[config.mk]
export PLATFORM = sky130hd
export DESIGN_NAME = cache_line_fill
export DESIGN_NICKNAME = d
export VERILOG_FILES = /design/src/rtl/cache_pkg.sv /design/src/rtl/fill_watchdog.sv /design/src/rtl/cache_line_fill.sv
export SDC_FILE = /design/constraint.sdc
export NUM_CORES = 1
export LEC_CHECK = 0
export ABC_AREA = 0
export BUFFER_PORTS_ARGS = -buffer_cell sky130_fd_sc_hd__buf_2
export CELL_PAD_IN_SITES_DETAIL_PLACEMENT = 1
export CELL_PAD_IN_SITES_GLOBAL_PLACEMENT = 2
export CORE_MARGIN = 1.5
export CORE_UTILIZATION = 19
export CTS_CLUSTER_DIAMETER = 50
export DETAILED_ROUTE_END_ITERATION = 8
export HOLD_SLACK_MARGIN = 0.15
export PLACE_DENSITY = 0.81
export SETUP_SLACK_MARGIN = 0.4
export SYNTH_ARGS = -nofsm -noshare
export SYNTH_HDL_FRONTEND = slang
export SYNTH_SLANG_ARGS = --single-unit
[constraint.sdc]
create_clock -name CLK -period 1.59 [get_ports CLK]
set_clock_uncertainty 0.1 [all_clocks]
set_input_delay 0.159 -clock CLK [delete_from_list [all_inputs] [get_ports CLK]]
set_output_delay 0.159 -clock CLK [all_outputs]
set_load 0.005 [all_outputs]
[src/rtl/cache_pkg.sv]
// ============================================================================
// cache_pkg
// Shared types and constants for the cache line-fill engine and the cache
// control FSM that drives it.
// Revision: 1.0
// ============================================================================
`default_nettype none

package cache_pkg;

   // Line-fill engine states
   typedef enum logic [1:0] {
      FILL_IDLE   = 2'd0,
      FILL_FETCH  = 2'd1,
      FILL_COMMIT = 2'd2
   } fill_state_t;

   // Default line geometry
   localparam int CACHE_WORDS_PER_LINE = 8;
   localparam int CACHE_DATA_W         = 32;

   // Number of byte-offset bits covered by one cache line
   localparam int CACHE_LINE_OFF_W = $clog2(CACHE_WORDS_PER_LINE * CACHE_DATA_W / 8);

endpackage

`default_nettype wire

[src/rtl/fill_watchdog.sv]
// ============================================================================
// fill_watchdog
// Counts consecutive stalled FETCH cycles (active with no memory response).
// Raises expire on the TIMEOUT_CYC-th consecutive stalled cycle.
// Revision: 1.0
// ============================================================================
`default_nettype none

module fill_watchdog #(
   parameter int TIMEOUT_CYC = 64
) (
   input  logic CLK,
   input  logic RST_N,
   input  logic active,
   input  logic valid,
   output logic expire
);

   localparam int CW = $clog2(TIMEOUT_CYC + 1);

   logic [CW-1:0] stall_cnt;

   // Fires on the last permitted stall cycle so the FSM leaves FETCH at that edge
   assign expire = active && !valid && (stall_cnt == CW'(TIMEOUT_CYC - 1));

   // Stall counter: clears on acceptance, on leaving FETCH and on expiry
   always_ff @(posedge CLK or negedge RST_N) begin
      if (!RST_N) begin
         stall_cnt <= '0;
      end else if (!active || valid || expire) begin
         stall_cnt <= '0;
      end else begin
         stall_cnt <= stall_cnt + CW'(1);
      end
   end

endmodule

`default_nettype wire

[src/rtl/cache_line_fill.sv]
// ============================================================================
// cache_line_fill
// Fetches a whole cache line from main memory one word at a time, writes each
// word into the data array as it arrives, then strobes the tag/valid write.
// Optional stall timeout: define CACHE_FILL_TIMEOUT_EN.
// Revision: 1.0
// ============================================================================
`default_nettype none

module cache_line_fill
   import cache_pkg::*;
#(
   parameter int WORDS_PER_LINE = CACHE_WORDS_PER_LINE,
   parameter int ADDR_W         = 32,
   parameter int DATA_W         = CACHE_DATA_W,
   parameter int TIMEOUT_CYC    = 64
) (
   input  logic                              CLK,
   input  logic                              RST_N,
   input  logic                              fill_req,
   input  logic [ADDR_W-1:0]                 miss_addr,
   output logic                              mem_rd_en,
   output logic [ADDR_W-1:0]                 mem_addr,
   input  logic                              mem_valid,
   input  logic [DATA_W-1:0]                 mem_rdata,
   output logic                              cache_we,
   output logic [$clog2(WORDS_PER_LINE)-1:0] cache_widx,
   output logic [DATA_W-1:0]                 cache_wdata,
   output logic                              cache_tag_we,
   output logic                              fill_busy,
   output logic                              fill_done,
   output logic                              fill_err
);

   localparam int IDX_W   = $clog2(WORDS_PER_LINE);
   localparam int BYTE_SH = $clog2(DATA_W / 8);
   localparam int OFF_W   = IDX_W + BYTE_SH;
   localparam logic [ADDR_W-1:0] BASE_MASK = ~((ADDR_W'(1) << OFF_W) - ADDR_W'(1));

   fill_state_t       state;
   fill_state_t       state_nxt;
   logic [IDX_W-1:0]  cnt;
   logic [ADDR_W-1:0] base;
   logic              accept;
   logic              last_word;
   logic              timeout;

   assign accept     = (state == FILL_FETCH) && mem_valid;
   assign last_word  = (cnt == IDX_W'(WORDS_PER_LINE - 1));
   assign cache_widx = cnt;

`ifdef CACHE_FILL_TIMEOUT_EN
   logic err_q;

   fill_watchdog #(
      .TIMEOUT_CYC (TIMEOUT_CYC)
   ) u_fill_watchdog (
      .CLK    (CLK),
      .RST_N  (RST_N),
      .active (state == FILL_FETCH),
      .valid  (mem_valid),
      .expire (timeout)
   );

   // One-cycle abort pulse, registered so it appears while back in IDLE
   always_ff @(posedge CLK or negedge RST_N) begin
      if (!RST_N) begin
         err_q <= 1'b0;
      end else begin
         err_q <= timeout;
      end
   end

   assign fill_err = err_q;
`else
   logic [31:0] unused_timeout_cyc;

   assign unused_timeout_cyc = 32'(TIMEOUT_CYC);
   assign timeout            = 1'b0;
   assign fill_err           = 1'b0;
`endif

   // State, line base and word counter registers
   always_ff @(posedge CLK or negedge RST_N) begin
      if (!RST_N) begin
         state <= FILL_IDLE;
         cnt   <= '0;
         base  <= '0;
      end else begin
         state <= state_nxt;
         if (state == FILL_IDLE && fill_req) begin
            base <= miss_addr & BASE_MASK;
            cnt  <= '0;
         end else if (accept) begin
            // Power-of-two line: increment wraps to 0 after the last word
            cnt <= cnt + IDX_W'(1);
         end else if (timeout) begin
            cnt <= '0;
         end
      end
   end

   // Next-state decode and state-driven outputs
   always_comb begin
      state_nxt    = state;
      mem_rd_en    = 1'b0;
      mem_addr     = '0;
      cache_we     = 1'b0;
      cache_wdata  = '0;
      cache_tag_we = 1'b0;
      fill_busy    = 1'b0;
      fill_done    = 1'b0;
      case (state)
         FILL_IDLE: begin
            if (fill_req) begin
               state_nxt = FILL_FETCH;
            end
         end
         FILL_FETCH: begin
            fill_busy = 1'b1;
            mem_rd_en = 1'b1;
            mem_addr  = base + (ADDR_W'(cnt) << BYTE_SH);
            if (mem_valid) begin
               cache_we    = 1'b1;
               cache_wdata = mem_rdata;
               if (last_word) begin
                  state_nxt = FILL_COMMIT;
               end
            end else if (timeout) begin
               state_nxt = FILL_IDLE;
            end
         end
         FILL_COMMIT: begin
            fill_busy    = 1'b1;
            cache_tag_we = 1'b1;
            fill_done    = 1'b1;
            state_nxt    = FILL_IDLE;
         end
         default: begin
            state_nxt = FILL_IDLE;
         end
      endcase
   end

endmodule

`default_nettype wire

==> summary.txt, run 1 <==
Timing
  • Period minus WS final: 1.72 ns
  • Final setup vio count: 86
  • Slew Limit Fails: 0
  • Hold Fails Final Rpt: 0
  • Worst hold slack: around 0.2 ns
  • Setup TNS: -4.89 ns
  • Fmax: about 600 MHz
  • RSZ-0062 raised after global routing: true
  • Final worst path period share: 108%
  • Setup WS post-layout: -0.125 ns

Global route
  • Tot GR Track Use: between 10% and 20%
  • Largest net degree at the start of global routing: 35
  • Initial antenna violation count: 0
  • Vias in the first global route: ~2000
  • Congestion Overflow GR: 0
  • First-pass GRT wire length: 9870 µm

Detailed routing
  • Via count: 1941
  • DRC marker count from the first detailed-route iteration: 22
  • DRC: 0
  • WL final: approximately 7000 µm
  • Post-DRT Antenna Nets: 0
  • Via-to-Cell Ratio: about 4.1
  • Post-DR wirelength/cell: around 15 µm
  • Drt pass-1 iters: 4

Synth
  • Area contributors post-synth: dfrtp_1 44%, mux2_2 14%, and2_1 10%
  • Area leader, netlist: dfrtp_1
  • Number of synthesized flops with an enable pin: 0
  • Ys async rst share: 100%
  • Synth Register Bits: 32
  • Synth cell count leaders: 32 x dfrtp_1, 30 x and2_1, 30 x and3_1
  • Dominant synthesized flop cell: dfrtp_1
  • Post-synth top area share: a little over two fifths
  • Sequential share of the synthesized area: between 40 and 50%
  • Mapped Cells: 164
  • Yosys warns: 0
  • Netlist Area Pre-Place: 0.00183 mm²
  • Synth cell types: 24
  • Syn_area_per_cell: 11.1 µm²
  • Count leader, synth: dfrtp_1

Worst setup path
  • Crit Path Class: flop to output port
  • Worst-path maximum fanout: 6
  • R2r worst-path depth: 6
  • Startpoint Class: flop
  • CP Capture Type: output port
  • Critical-path cell list: ha_4 > buf_12 > clkbuf_16 > and2_4 > buf_6
  • CP arrival: 1.46 ns
  • Largest stage delay, worst path: 0.46 ns
  • Data required, critical path: 1.33 ns
  • CP max stage cell: dfrtp_2

Die
  • Initial Util: 19.7%
  • I/O pin count: 141
  • FP Rows: 35
  • Core Box Area: 0.00928 mm²
  • Die Wd: 101 µm
  • Die ar.: 0.0102 mm²
  • Die span in y: 101 µm

Cells and area
  • Area grow syn2layout: 99.0%
  • Final core occ: 39.1%
  • N_diodes: 0
  • Layout cell share with drive strength beyond 1: 63.7%
  • Non-filler cells, final: 476
  • Nets: 422
  • Final instance area: about 0.0036 mm²

Power and ir drop
  • Power Dens Cells: 1660 mW/mm²
  • Tot Pwr: 6.01 mW
  • VDD IR max: 0.648 mV
  • Leak: about 2.0 nW

CTS
  • CTS tree: done
  • Worst-Skew Late Latency: ~0.28 ns
  • CTS clk-pin slew, worst paths: 0.07 ns
  • CTS root buffer: clkbuf_8
  • Max Root-Sink Buffers: 2
  • CTS buffer count: 5
  • H-tree Lvls: 2
  • TritonCTS Sinks: 32

Min path
  • Worst Hold Depth: 4
  • Hold Path Class: input port to flop

Status
  • Run status: finished with violations
  • Failing checks: negative setup slack

Placed design
  • Placed Area: about 0.0028 mm²
  • Input/output buffers: roughly 130
  • Hpwl dp: 4190 µm
  • Gpl congestion: between 0.6 and 0.7
  • Cells after DPL: about 420
  • Pre-CTS setup slack: -0.00211 ns

Run
  • # Max-Cap Violations: 0
layout make-up:
type,instances,area (µm²)
inverter,6,27.5
tap,129,161
timing repair buffer,187,1410
multi-input combinational,115,1160
fill,1083,5650
clock inverter,1,5.00
clock buffer,6,72.6
sequential,32,802
routing by layer:
| layer | vias up | track usage (%) | wire, µm |
|---|---|---|---|
| li1 | 917 | - | - |
| met1 | 922 | 14.1 | 2730 |
| met2 | 95 | 22.9 | 3700 |
| met3 | 7 | 2.84 | 520 |
| met4 | 0 | 2.88 | 58 |
| met5 | - | 0 | 0 |
cells by family after synthesis:
group | count (synthesis) | share of synthesized area, %
AO/OA/AOI/OAI | 7 | 2.81
XOR/XNOR | 1 | 0.480
adder cells (fa/ha/maj) | 7 | 4.80
buffers and inverters | 22 | 6.24
flip-flops | 32 | 43.9
multiplexers | 30 | 19.4
other | 1 | 0.205
AND/OR/NAND/NOR | 64 | 22.2
cells in the final DEF (no fill, tap or decap), types with 2 or more instances in the layout:
master	Yosys	final
inv_2	2	2
inv_1	4	2
a21oi_1	3	3
buf_4	4	10
ha_4	0	4
clkbuf_8	0	5
and3_4	0	2
dfrtp_1	32	31
buf_12	0	4
nand2_8	0	4
clkbuf_16	0	2
mux2_4	5	26
dlygate4sd3_1	0	28
ha_1	7	3
buf_2	1	110
and2_1	30	17
inv_4	0	2
mux2i_1	2	2
conb_1	1	3
buf_6	2	33
and2_4	0	13
and3_1	30	29
critical path, delay by kind of cell, from the launching register on:
kind	cells	cell delay (ns)
DFF	1	0.46
buffers and inverters	3	0.39
and+or+nand+nor	1	0.13
adders and majority gates	1	0.19
report_power, final:
part,switching [mW],leakage (nW),internal [mW]
clock network,0.301,0.0410,0.298
registers,0.255,0.381,1.23
logic,1.45,1.60,2.49
total,2.00,2.03,4.01
worst paths after layout:
kind	from	endpoint	slack, ns
min reg2reg	base[15]	base[15]	0.40
min	mem_valid	state[1]	0.20
min in group asynchronous	RST_N	base[7]	0.37
max in group asynchronous	RST_N	state[0]	0.69
max reg2reg	state[0]	base[21]	-0.11
max	state[0]	mem_addr[26]	-0.13
state kept, by name, summed over array words and instances (netlist names):
register    flops
cache_widx      3
base           27
state           2
timing repair:
| item | 4_1_cts | 5_1_grt |
|---|---|---|
| pin swaps | 3 | 14 |
| gates cloned | 3 | 4 |
| setup endpoints to repair | 101 | 101 |
| hold buffers | 28 | 0 |
| hold endpoints to repair | 59 | 0 |
| setup buffers | 6 | 6 |
| gates resized for setup | 24 | 33 |
(Power assumes the default switching activity.)
==> run 2: changes to the inputs <==
Settings changed: TNS_END_PERCENT from default to 5.
==> run 2 against run 1 <==
  * The flow still finishes with violations (negative setup slack)
  * Register-to-register slack better by 0.07 ns
  * Hold slack lost 0.031 ns
  * Sequential share of layout area increased by 2.7 points
  * Largest cell class unchanged
  * Combinational power down 30%
  * Non-clock buffer count fell by 13
  * Critical path depth down 1
  * Via count down 4.9%
  * Total power down 17%
  * Sequential cell count did not move
  * Utilization decreased by 4.2 points
  * Cell count shrank 3.2%
  * Maximum frequency is 3.0% higher
  * Critical path type unchanged
==> summary.txt, run 2 (synthesized netlist as in run 1, its figures left out) <==
Detailed routing
  • DRC marker count from the first detailed-route iteration: 14 (-36%)
  • Post-DR wirelength/cell: 13.2 µm (-10%)
  • Drt pass-1 iters: 4 (unchanged)
  • WL final: 6110 µm (-13%)
  • Via-to-Cell Ratio: 4.00 (-1.8%)
  • DRC: 0 (unchanged)
  • Via count: 1846 (-4.9%)
  • Post-DRT Antenna Nets: 0 (unchanged)

Global route
  • First-pass GRT wire length: 9430 µm (-4.5%)
  • Tot GR Track Use: 12.0% (-0.30 points)
  • Vias in the first global route: 1943 (-2.6%)
  • Largest net degree at the start of global routing: 34 (-2.9%)
  • Initial antenna violation count: 0 (unchanged)
  • Congestion Overflow GR: 0 (unchanged)

Run
  • # Max-Cap Violations: 0 (unchanged)

CTS
  • CTS tree: done
  • Worst-Skew Late Latency: 0.29 ns (about the same)
  • TritonCTS Sinks: 32 (unchanged)
  • CTS root buffer: clkbuf_8
  • Max Root-Sink Buffers: 2 (unchanged)
  • CTS clk-pin slew, worst paths: 0.08 ns (about the same)
  • CTS buffer count: 5 (unchanged)
  • H-tree Lvls: 2 (unchanged)

Power and ir drop
  • Net Sw Power: 1.67 mW (-17%)
  • VDD IR max: 0.728 mV (+12%)
  • Leak: 1.83 nW (-9.9%)
  • Switch share: 33.6% (+0.27 points)
  • Comb pwr share: 55.1% (-10 points)
  • Clock share of power: 15.9% (+6.0 points)
  • Power Dens Cells: 1540 mW/mm² (-7.2%)
  • Flop pwr share: 29.0% (+4.4 points)
  • Int Pwr: 3.31 mW (-18%)

Placed design
  • Hpwl dp: 4150 µm (-0.82%)
  • Input/output buffers: 132 (unchanged)
  • Pre-CTS setup slack: -0.0304 ns (-0.0283 ns)
  • Gpl congestion: 0.753 (+9.3%)

Cells and area
  • Layout cell share with drive strength beyond 1: 58.7% (-5.0 points)
  • Multi-input logic area: 1000 µm² (-14%)
  • Nets: 406 (-3.8%)
  • Commonest non-fill, non-tap cell in the layout: buf_2
  • N_diodes: 0 (unchanged)
  • Area grow syn2layout: 77.5%
  • Max reg flops: 27 (unchanged)
  • Filler cells: 1097 (+1.3%)
  • Most frequent cells in the layout: 128 x buf_2, 31 x dfrtp_1, 30 x and3_1, 29 x dlygate4sd3_1, 28 x and2_1
  • Register area: 802 µm² (unchanged)
  • Largest Register: base
  • Final core occ: 34.9% (-4.2 points)

Die
  • FP Rows: 35 (unchanged)
  • I/O pin count: 141 (unchanged)
  • Die Wd: 101 µm (unchanged)
  • Die ar.: 0.0102 mm² (unchanged)
  • Die span in y: 101 µm (unchanged)
  • Core Box Area: 0.00928 mm² (unchanged)
  • Initial Util: 19.7% (unchanged)

Min path
  • Hold Path Class: input port to flop

Timing
  • Hold Fails Final Rpt: 0 (unchanged)
  • Final worst path period share: 105% (-3.1 points)
  • Fmax: 600 MHz (+3.0%)
  • Final setup vio count: 64 (-26%)
  • RSZ-0062 raised after global routing: true
  • Period minus WS final: 1.67 ns (-0.0493 ns)
  • Slew Limit Fails: 0 (unchanged)
  • Setup WS post-layout: -0.0761 ns (+0.0493 ns)

Worst setup path
  • CP arrival: 1.41 ns (-0.05 ns)
  • Crit Path Class: flop to output port
  • Startpoint Class: flop
  • Data required, critical path: 1.33 ns (about the same)
  • Worst-path maximum fanout: 17 (+11)
  • CP Capture Type: output port

Status
  • Run status: finished with violations
  • Failing checks: negative setup slack
-- run 2: final cells by class --
cell class / instances / share of cell area [%]
inverters: 6 / 0.695
clock inverters: 3 / 1.31
clock buffers: 5 / 2.12
flip-flops and latches: 32 / 24.8
multi-input cells: 112 / 30.9
repair buffers: 174 / 35.3
well taps: 129 / 4.98
-- run 2: power by group through the flow --
stage | sequential (mW) | clock (mW) | combinational [mW]
final | 1.44 | 0.790 | 2.74
after global routing | 1.49 | 0.859 | 3.05
after CTS | 1.44 | 0.824 | 2.71
after detailed placement | 1.43 | 0 | 2.34
after global placement | 1.40 | 0 | 2.27
after floorplan | 1.38 | 0 | 1.48
-- run 2: path summary, 6_finish.rpt --
check / from / end / slack, ns / cells past startpoint
hold reg to reg: base[6] / base[6] / 0.40 / 1
setup / recovery: state[0] / cache_wdata[0] / -0.08 / 4
setup reg to reg: state[1] / state[0] / -0.04 / 5
max in group asynchronous: RST_N / base[20] / 0.73 / 3
hold / removal: mem_valid / state[1] / 0.17 / 4
min in group asynchronous: RST_N / base[28] / 0.22 / 2
-- run 2: routing by layer --
metal | GRT usage [%] | vias to the layer above | routed length (µm)
met1 | 12.0 | 867 | 2290
li1 | - | 882 | -
met5 | 0 | - | 0
met4 | 3.85 | 0 | 60
met2 | 23.8 | 90 | 3260
met3 | 2.98 | 7 | 495
-- run 2: through the flow --
stage,cells,total power [mW],cell area (µm²),setup TNS [ns],hold WS [ns]
after floorplan,166,2.85,1880,0,-0.237
after global placement,421,3.67,2680,0,0.0173
after detailed placement,421,3.77,2680,-0.0304,0.0185
after CTS,460,4.97,3200,-4.20,0.168
after global routing,461,5.40,3240,-9.65,0.178
final,461,4.97,3240,-2.76,0.171
-- run 2: critical path, cell delays in order (launching register included) --
cell	delay [ns]
dfrtp_2	0.46
ha_4	0.21
buf_12	0.15
and3_2	0.20
buf_6	0.11
-- run 2: what timing repair did --
action                     CTS  global route
hold buffers                29             0
pin swaps                    7             2
gates resized for setup     19             6
buffers inserted             1             1
hold endpoints to repair    62             0
gates cloned                 1             0
setup endpoints to repair  102           102
